## config.mk

```make
export PLATFORM = sky130hd
export DESIGN_NAME = transmissor_serial
export DESIGN_NICKNAME = d
export VERILOG_FILES = /design/src/rtl/transmissor_serial.sv
export SDC_FILE = /design/constraint.sdc
export NUM_CORES = 1
export LEC_CHECK = 0
export ABC_AREA = 1
export CAP_MARGIN = 10
export CORE_AREA = 5 5 42 44
export CTS_BUF_LIST = sky130_fd_sc_hd__clkbuf_4
export DETAILED_ROUTE_END_ITERATION = 6
export DIE_AREA = 0 0 47 49
export GPL_ROUTABILITY_DRIVEN = 1
export PLACE_DENSITY = 0.6
export RECOVER_POWER = 100
export SLEW_MARGIN = 25
export SYNTH_ARGS = -nofsm -noshare
export SYNTH_HDL_FRONTEND = slang
export SYNTH_SLANG_ARGS = --single-unit
```

## constraint.sdc

```tcl
create_clock -name clk -period 0.95 [get_ports clk]
set_input_delay 0.095 -clock clk [delete_from_list [all_inputs] [get_ports clk]]
set_output_delay 0.095 -clock clk [all_outputs]
set_load 0.005 [all_outputs]
```

## src/rtl/transmissor_serial.sv

```systemverilog
// Parallel-in, serial-out transmitter: sends a WIDTH-bit word MSB first, one bit per clock,
// with a valid/ready load port that allows back-to-back frames.
module transmissor_serial #(
  parameter int WIDTH = 4
) (
  input  logic             clk,
  input  logic             reset,
  input  logic [WIDTH-1:0] Din,
  input  logic             load_valid,
  output logic             load_ready,
  output logic             Dout_serie,
  output logic             SEL_out,
  output logic             ultimo,
  output logic             ocupado
);

  localparam int CW = (WIDTH > 1) ? $clog2(WIDTH) : 1;
  localparam logic [CW-1:0] CNT_LAST = CW'(WIDTH - 1);

  typedef enum logic {IDLE, SHIFT} state_t;

  state_t           state_q, state_d;
  logic [WIDTH-1:0] sreg_q, sreg_d;
  logic [CW-1:0]    cnt_q, cnt_d;
  logic             last_bit;
  logic             xfer;

  always_ff @(posedge clk) begin
    if (!reset) begin
      state_q <= IDLE;
      sreg_q  <= '0;
      cnt_q   <= '0;
    end else begin
      state_q <= state_d;
      sreg_q  <= sreg_d;
      cnt_q   <= cnt_d;
    end
  end

  // Next-state and output decode; outputs depend on registered state only
  always_comb begin
    state_d    = state_q;
    sreg_d     = sreg_q;
    cnt_d      = cnt_q;
    load_ready = 1'b0;
    Dout_serie = 1'b0;
    SEL_out    = 1'b0;
    ultimo     = 1'b0;
    last_bit   = 1'b0;
    xfer       = 1'b0;

    case (state_q)
      IDLE: begin
        load_ready = 1'b1;
        xfer       = load_valid;
        if (xfer) begin
          sreg_d  = Din;
          cnt_d   = '0;
          state_d = SHIFT;
        end
      end
      SHIFT: begin
        last_bit   = (cnt_q == CNT_LAST);
        Dout_serie = sreg_q[WIDTH-1];
        SEL_out    = 1'b1;
        ultimo     = last_bit;
        load_ready = last_bit;
        xfer       = last_bit && load_valid;
        if (!last_bit) begin
          sreg_d = {sreg_q[WIDTH-2:0], 1'b0};
          cnt_d  = cnt_q + 1'b1;
        end else if (xfer) begin
          // Reload on the last-bit edge so SEL_out never drops between frames
          sreg_d = Din;
          cnt_d  = '0;
        end else begin
          sreg_d  = '0;
          cnt_d   = '0;
          state_d = IDLE;
        end
      end
      default: state_d = IDLE;
    endcase

    ocupado = SEL_out;
  end

endmodule

```

==> results of run 1 <==
[cell families after synthesis]
logic type / Yosys count / share of synthesized area
DFF: 7 / 0.3696
buffers and inverters: 12 / 0.1485
adders and majority gates: 1 / 0.03300
and+or+nand+nor: 19 / 0.2640
AOI/OAI and AO/OA: 11 / 0.1848
[worst paths after layout]
check	end	startpoint
hold reg to reg	sreg_q[0]$_SDFFE_PN0P_	sreg_q[0]$_SDFFE_PN0P_
hold / removal	sreg_q[2]$_SDFFE_PN0P_	Din[2]
setup reg to reg	sreg_q[0]$_SDFFE_PN0P_	state_q$_SDFF_PN0_
setup / recovery	load_ready	state_q$_SDFF_PN0_
[routing by layer]
metal  up-vias  global-route usage  part of all wire
li1        201                   -                 -
met1       180              0.1104              0.43
met2        11              0.1199              0.48
met3         4             0.02214             0.056
met4         0             0.06912             0.034
met5         -                   0                 0
[cells in the mapped netlist, types with 2 or more instances]
master   n  area [µm²]
a21oi_2  4       35.03
inv_2    6       22.52
dfxtp_1  7       140.1
o21ai_1  4       20.02
nand3_1  7       35.03
nand2_1  8       30.03
a21oi_1  3       15.01
nand2_4  2       22.52
inv_1    4       15.01
[sequential cells by signal, indices dropped and copies added (netlist names)]
register / flops
sreg_q: 4
state_q: 1
cnt_q: 2
[final cells by class]
cell class,count,area (µm²),share of cell area
Clock buffer,4,30.03,0.04396
Tap cell,16,20.02,0.02930
Timing Repair Buffer,19,176.4,0.2582
Sequential cell,7,146.4,0.2143
Multi-Input combinational cell,31,265.3,0.3883
Inverter,10,45.04,0.06593
[through the flow]
step	hold slack [ps]	std cells	total power [W]	setup TNS [ps]
after floorplan	236.8	50	0.0004308	0
after global placement	468.7	81	0.0005089	-1491
after detailed placement	467.9	81	0.0005101	-1472
after CTS	415.1	86	0.0008385	-646.9
after global routing	412.2	87	0.0009265	-1156
final	413.1	87	0.0008675	-686.4
[power groups by stage]
stage	Sequential, W	Clock, W	Combinational [W]
6_report	0.000334	0.000305	0.000228
5_1_grt	0.000336	0.000341	0.000249
4_1_cts	0.000333	0.000315	0.000191
3_5_place_dp	0.000336	0	0.000174
3_3_place_gp	0.000335	0	0.000174
2_1_floorplan	0.000332	0	0.0000985
[tightest hold or removal path, stage by stage]
cell and delay [ps]:
clkdlybuf4s50_1 390, nand3_1 90, a21oi_2 50
[layout by cell type, fill, tap and decap left out]
| master | instances |
|---|---|
| buf_6 | 7 |
| nand2_2 | 6 |
| a21oi_2 | 6 |
| clkdlybuf4s50_1 | 6 |
| inv_2 | 5 |
| nand3_2 | 5 |
| clkbuf_4 | 4 |
| dfxtp_1 | 4 |
| inv_1 | 3 |
| o21ai_2 | 3 |
| nand2_1 | 3 |
| buf_2 | 3 |
| buf_4 | 3 |
| nand3_1 | 2 |
| dfxtp_2 | 2 |
| inv_4 | 1 |
| nand2_4 | 1 |
| inv_6 | 1 |
| nand2_8 | 1 |
| nor2_4 | 1 |
| o21ai_1 | 1 |
| a21oi_1 | 1 |
| ha_4 | 1 |
| dfxtp_4 | 1 |
[timing repair]
item | 4_1_cts | 5_1_grt
gates resized for setup | 35 | 19
cloned | 0 | 0
pin swaps | 3 | 9
buffers inserted | 1 | 1
endpoints found under the setup margin | 11 | 12
==> impl_table.tex, run 1 <==
\begin{tabular}{lr}
\hline
Metric & Value \\
\hline
\multicolumn{2}{l}{\textbf{Outcome}} \\
Outcome & complete, but fails checks \\
Violations in the final reports & setup timing \\
\multicolumn{2}{l}{\textbf{Place}} \\
Post-place setup slack & -257.0 ps \\
Cell area reported after detailed placement & 535.5 µm² \\
Gp weighted congestion & around 0.73 \\
Half-perimeter wire length of the detailed placement result & approximately 630 µm \\
Number of buffer cells added on primary ports & 11 \\
\multicolumn{2}{l}{\textbf{Finish}} \\
Antenna cells & 0 \\
Post-layout utilization of the core & 0.4875 \\
Share of layout cells above drive strength 1 & 0.7183 \\
Post-layout instance area & slightly below 700 µm² \\
Number of nets in the layout & 80 \\
Relative area change from synthesis to final layout & 80.20\% \\
Filler cell count in the final layout & 140 \\
\multicolumn{2}{l}{\textbf{Clocking}} \\
Htree depth & 1 \\
Clock sink total & 7 \\
CTS Hold Buffers Added & 0 \\
Clock latency on the worst-skew pair & around 250 ps \\
Clock tree from TritonCTS & built \\
Number of clock buffers inserted by TritonCTS & 3 \\
Clock Pin Slew Worst Setup and Hold Paths & approximately 60 ps \\
Maximum count of clock buffers along a single path & 2 \\
Cell at the root of the clock tree & clkbuf\_4 \\
\multicolumn{2}{l}{\textbf{Synthesis}} \\
Post-synth top flop & dfxtp\_1 \\
Synthesized cell area & 379.1 µm² \\
Synthesized Nets & 58 \\
EDFF count, synth & 0 \\
Post-synthesis sequential element count & 7 \\
FFs w/ async S/R, synth & 0 \\
Ys Warns & 0 \\
Gate count after technology mapping & 50 \\
Mean instance size in the synthesized netlist & 7.582 µm² \\
Library cells used by synthesis & 14 \\
Sequential fraction of the synthesis area & 0.3696 \\
\multicolumn{2}{l}{\textbf{Worst setup path}} \\
Critical path endpoint category & primary output \\
Slack of the worst reg-to-reg path & -70 ps \\
Startpoint Class & register \\
WP data arrival & 970 ps \\
Critical path's most frequent cell & buf\_6 \\
Worst Path Buf+Inv & 3 \\
Cell type group with the largest total delay on the critical path & flip-flops \\
Sequence of cells on the critical path & buf\_6 -> buf\_6 -> nand2\_4 -> buf\_6 \\
Largest driver fanout on the critical path & 3 \\
Kind of critical path & reg2out \\
Critical-path cell with the highest stage delay & dfxtp\_4 \\
Critical path depth & 4 \\
Required time of the critical path & 850 ps \\
Maximum single-stage delay on the critical path & roughly 340 ps \\
Worst R2R Path Depth & 6 \\
\multicolumn{2}{l}{\textbf{Floorplan}} \\
Die area & $\sim$0.0023 mm² \\
Placeable core region & $\sim$0.0014 mm² \\
Die Span Y & about 49 µm \\
Starting utilization of the core area & 0.2705 \\
Total number of placement rows & 14 \\
Width of the die & 47 µm \\
I/O pin count & 12 \\
\multicolumn{2}{l}{\textbf{Pwr}} \\
Combinational power share & 0.263 \\
Clock network fraction of design power & 0.351 \\
Leakage power of the design & 0.2933 nW \\
Register share of total power & 0.385 \\
Power per unit of standard cell area & 1270 mW/mm² \\
Net Switching & 0.0002432 W \\
Max rail drop VDD & just under 800 µV \\
Cell-internal power & between 0.0006 and 0.0007 W \\
Proportion of total power due to net switching & 0.2803 \\
\multicolumn{2}{l}{\textbf{Timing}} \\
Final Hold Viols & 0 \\
Transition at the pin with the smallest max-transition slack & about 260 ps \\
Setup violators final & 9 \\
Fmax & between 900 and 1000 MHz \\
Number of max-slew violations in the final report & 0 \\
RSZ-0062 raised after global routing & true \\
Slew margin rel. & 0.8292 \\
Worst Clk Skew & approximately 3.5 ps \\
Worst-case setup margin in the final layout & -117.0 ps \\
Final period utilization & 1.123 \\
Clock period minus worst slack & 1067 ps \\
\multicolumn{2}{l}{\textbf{Detailed routing}} \\
First DRT Iteration DRCs & 4 \\
Total Wirelength & approximately 900 µm \\
Avg Vias per Cell & around 4.6 \\
Number of detailed-routing iterations run before antenna repair & 2 \\
Post-detailed-route wirelength per cell & around 11 µm \\
Number of vias in the routed layout & slightly below 400 \\
Number of remaining DRC errors & 0 \\
Remaining number of nets flagged by the antenna check after routing & 0 \\
\multicolumn{2}{l}{\textbf{Min path}} \\
Type of the most critical hold path & in2reg \\
WHS Path Cells & 3 \\
\multicolumn{2}{l}{\textbf{Global routing}} \\
GRT Util Overall & 0.08745 \\
Vias in the first global route & around 350 \\
Number of antenna violations at the first check in global routing & 0 \\
Remaining global-route overflow & 0 \\
First-pass GRT wire length & between 1 and 1.5 mm \\
Pin count of the biggest net entering global routing & 8 \\
\multicolumn{2}{l}{\textbf{Job}} \\
Number of max-capacitance violations reported & 0 \\
\hline
\end{tabular}
No activity file was read; power rests on OpenSTA's default activity.
==> run 2: changes to the inputs <==
--- a/config.mk
+++ b/config.mk
@@ -9,9 +9,11 @@
 export CAP_MARGIN = 10
 export CORE_AREA = 5 5 42 44
 export CTS_BUF_LIST = sky130_fd_sc_hd__clkbuf_4
+export CTS_CLUSTER_SIZE = 20
 export DETAILED_ROUTE_END_ITERATION = 6
 export DIE_AREA = 0 0 47 49
 export GPL_ROUTABILITY_DRIVEN = 1
+export GPL_TIMING_DRIVEN = 0
 export PLACE_DENSITY = 0.6
 export RECOVER_POWER = 100
 export SLEW_MARGIN = 25
==> run 2 against run 1 <==
The run still ends with setup timing left. Design area shrank 2.2%. Core utilization decreased by 1.1 points. Cell count stayed put. Non-clock buffer count unchanged. Clock skew fell by 1.4 ps. Die area unchanged. Combinational power about the same. Wire length increased by 2.2%.
==> impl_table.tex, run 2 (synthesis results as in run 1) <==
\begin{tabular}{lr}
\hline
Metric & Value \\
\hline
\multicolumn{2}{l}{\textbf{Timing}} \\
Number of max-slew violations in the final report & 0 \\
Clock period minus worst slack & 1068 ps \\
Worst Clk Skew & roughly 2.1 ps \\
Setup violators final & 11 \\
Final-layout worst hold slack & 428.5 ps \\
Final Hold Viols & 0 \\
RSZ-0062 raised after global routing & true \\
Worst-case setup margin in the final layout & -118.2 ps \\
Transition at the pin with the smallest max-transition slack & 238.1 ps \\
Slew margin rel. & 0.8407 \\
Final period utilization & 1.124 \\
Fmax & 936.2 MHz \\
\multicolumn{2}{l}{\textbf{Global routing}} \\
Vias in the first global route & around 390 \\
Met2 GRT Util & 0.1471 \\
Most Crowded Layer GR & met2 \\
Met3 track utilization from global routing & 0.03321 \\
Pin count of the biggest net entering global routing & 7 \\
GRT Util Overall & 0.1024 \\
Remaining global-route overflow & 0 \\
First-pass GRT wire length & around 1.7 mm \\
Met1 usage in global routing & 0.1375 \\
Number of antenna violations at the first check in global routing & 0 \\
\multicolumn{2}{l}{\textbf{Worst setup path}} \\
WP data arrival & roughly 970 ps \\
Slack of the worst reg-to-reg path & -120 ps \\
Largest driver fanout on the critical path & 2 \\
Startpoint Class & register \\
Critical path endpoint category & primary output \\
Required time of the critical path & 850 ps \\
Kind of critical path & reg2out \\
\multicolumn{2}{l}{\textbf{Clocking}} \\
Number of clock buffers inserted by TritonCTS & 3 \\
Cell at the root of the clock tree & clkbuf\_4 \\
Maximum count of clock buffers along a single path & 2 \\
Clock latency on the worst-skew pair & around 250 ps \\
Clock tree from TritonCTS & built \\
CTS Hold Buffers Added & 0 \\
Clock sink total & 7 \\
Htree depth & 1 \\
Clock Pin Slew Worst Setup and Hold Paths & around 50 ps \\
\multicolumn{2}{l}{\textbf{Floorplan}} \\
Die area & $\sim$0.0023 mm² \\
Placeable core region & $\sim$0.0014 mm² \\
Die Span Y & 49 µm \\
Width of the die & approximately 47 µm \\
Starting utilization of the core area & 0.2705 \\
I/O pin count & 12 \\
Total number of placement rows & 14 \\
\multicolumn{2}{l}{\textbf{Outcome}} \\
Violations in the final reports & setup timing \\
Outcome & complete, but fails checks \\
\multicolumn{2}{l}{\textbf{Finish}} \\
Most frequent standard cell in the layout excluding fill and tap cells & buf\_6 \\
Post-layout utilization of the core & 0.4768 \\
Registers with the most flip-flops & sreg\_q x4, cnt\_q x2, state\_q x1 \\
Commonest cells after routing, fill and taps aside & 8 x buf\_6, 6 x clkdlybuf4s50\_1 \\
Flip-flop count of the largest register after layout & 4 \\
Share of layout cells above drive strength 1 & 0.6761 \\
Antenna cells & 0 \\
Relative area change from synthesis to final layout & 76.24\% \\
Register with the highest flop count & sreg\_q \\
Number of nets in the layout & 80 \\
Count of placed standard cells in the final layout, fillers left out & 87 \\
Combined area of the multi-input logic cells & 251.5 µm² \\
Filler cell count in the final layout & 140 \\
Footprint of the flip-flops and latches & roughly 140 µm² \\
\multicolumn{2}{l}{\textbf{Place}} \\
Half-perimeter wire length of the detailed placement result & roughly 570 µm \\
Gp weighted congestion & 0.7309 \\
Inst Count DP & between 70 and 80 \\
Number of buffer cells added on primary ports & 11 \\
\multicolumn{2}{l}{\textbf{Detailed routing}} \\
Avg Vias per Cell & roughly 4.5 \\
First DRT Iteration DRCs & 4 \\
Number of remaining DRC errors & 0 \\
Post-detailed-route wirelength per cell & 10.78 µm \\
Number of vias in the routed layout & 390 \\
Number of detailed-routing iterations run before antenna repair & 2 \\
Total Wirelength & around 940 µm \\
Remaining number of nets flagged by the antenna check after routing & 0 \\
\multicolumn{2}{l}{\textbf{Pwr}} \\
Power per unit of standard cell area & between 1000 and 1500 mW/mm² \\
Leakage power of the design & roughly 0.29 nW \\
Max rail drop VDD & slightly above 800 µV \\
\multicolumn{2}{l}{\textbf{Min path}} \\
Type of the most critical hold path & in2reg \\
\multicolumn{2}{l}{\textbf{Job}} \\
Number of max-capacitance violations reported & 0 \\
\hline
\end{tabular}
[run 2: changes by cell type in the layout (fill, tap and decap cells not counted), sizes merged]
| cell | delta |
|---|---|
| clkbuf | +2 |
| buf | -2 |
[run 2: worst max-delay path: stages, from the launching register on]
cell,delay (ps)
dfxtp_2,330
ha_4,160
inv_4,60
nand2_4,60
buf_6,110
[run 2: final timing paths]
kind	from	endpoint	depth (start not counted)
max	cnt_q[0]$_SDFFE_PN0P_	load_ready	4
min	Din[2]	sreg_q[2]$_SDFFE_PN0P_	3
min reg2reg	sreg_q[0]$_SDFFE_PN0P_	sreg_q[0]$_SDFFE_PN0P_	2
max reg2reg	state_q$_SDFF_PN0_	sreg_q[1]$_SDFFE_PN0P_	8
[run 2: through the flow]
step	total power (W)	setup TNS (ps)	worst slack, ps	cell area [µm²]
after global placement	0.0004952	-1353	-331.8	509.2
after CTS	0.0008604	-1211	-144.2	653.1
after detailed placement	0.0004969	-1415	-333.4	509.2
final	0.0008610	-766.8	-118.2	668.1
after global routing	0.0009237	-1372	-170.2	668.1
after floorplan	0.0004308	0	48.83	379.1
[run 2: routing by layer]
| layer | part of all wire | wire length (µm) |
|---|---|---|
| met2 | 0.49 | 463 |
| met1 | 0.42 | 395 |
| met3 | 0.071 | 67 |
| met5 | 0 | 0 |
| met4 | 0.013 | 12 |
[run 2: repair_timing]
action	CTS	global route
setup buffers	8	0
pin swaps	8	3
resized for setup	37	13
setup endpoints to repair	9	12
[run 2: final cells by class]
cell class / count / area share
Tap cell: 16 / 0.02996
Multi-Input combinational cell: 31 / 0.3764
Timing Repair Buffer: 17 / 0.2360
Inverter: 10 / 0.06367
Buffer: 2 / 0.03371
Clock buffer: 4 / 0.04494
Sequential cell: 7 / 0.2154
[run 2: report_power, final]
part           switching, W  internal, W
Combinational      0.000107     0.000119
Clock              0.000109     0.000189
Sequential        0.0000181     0.000318
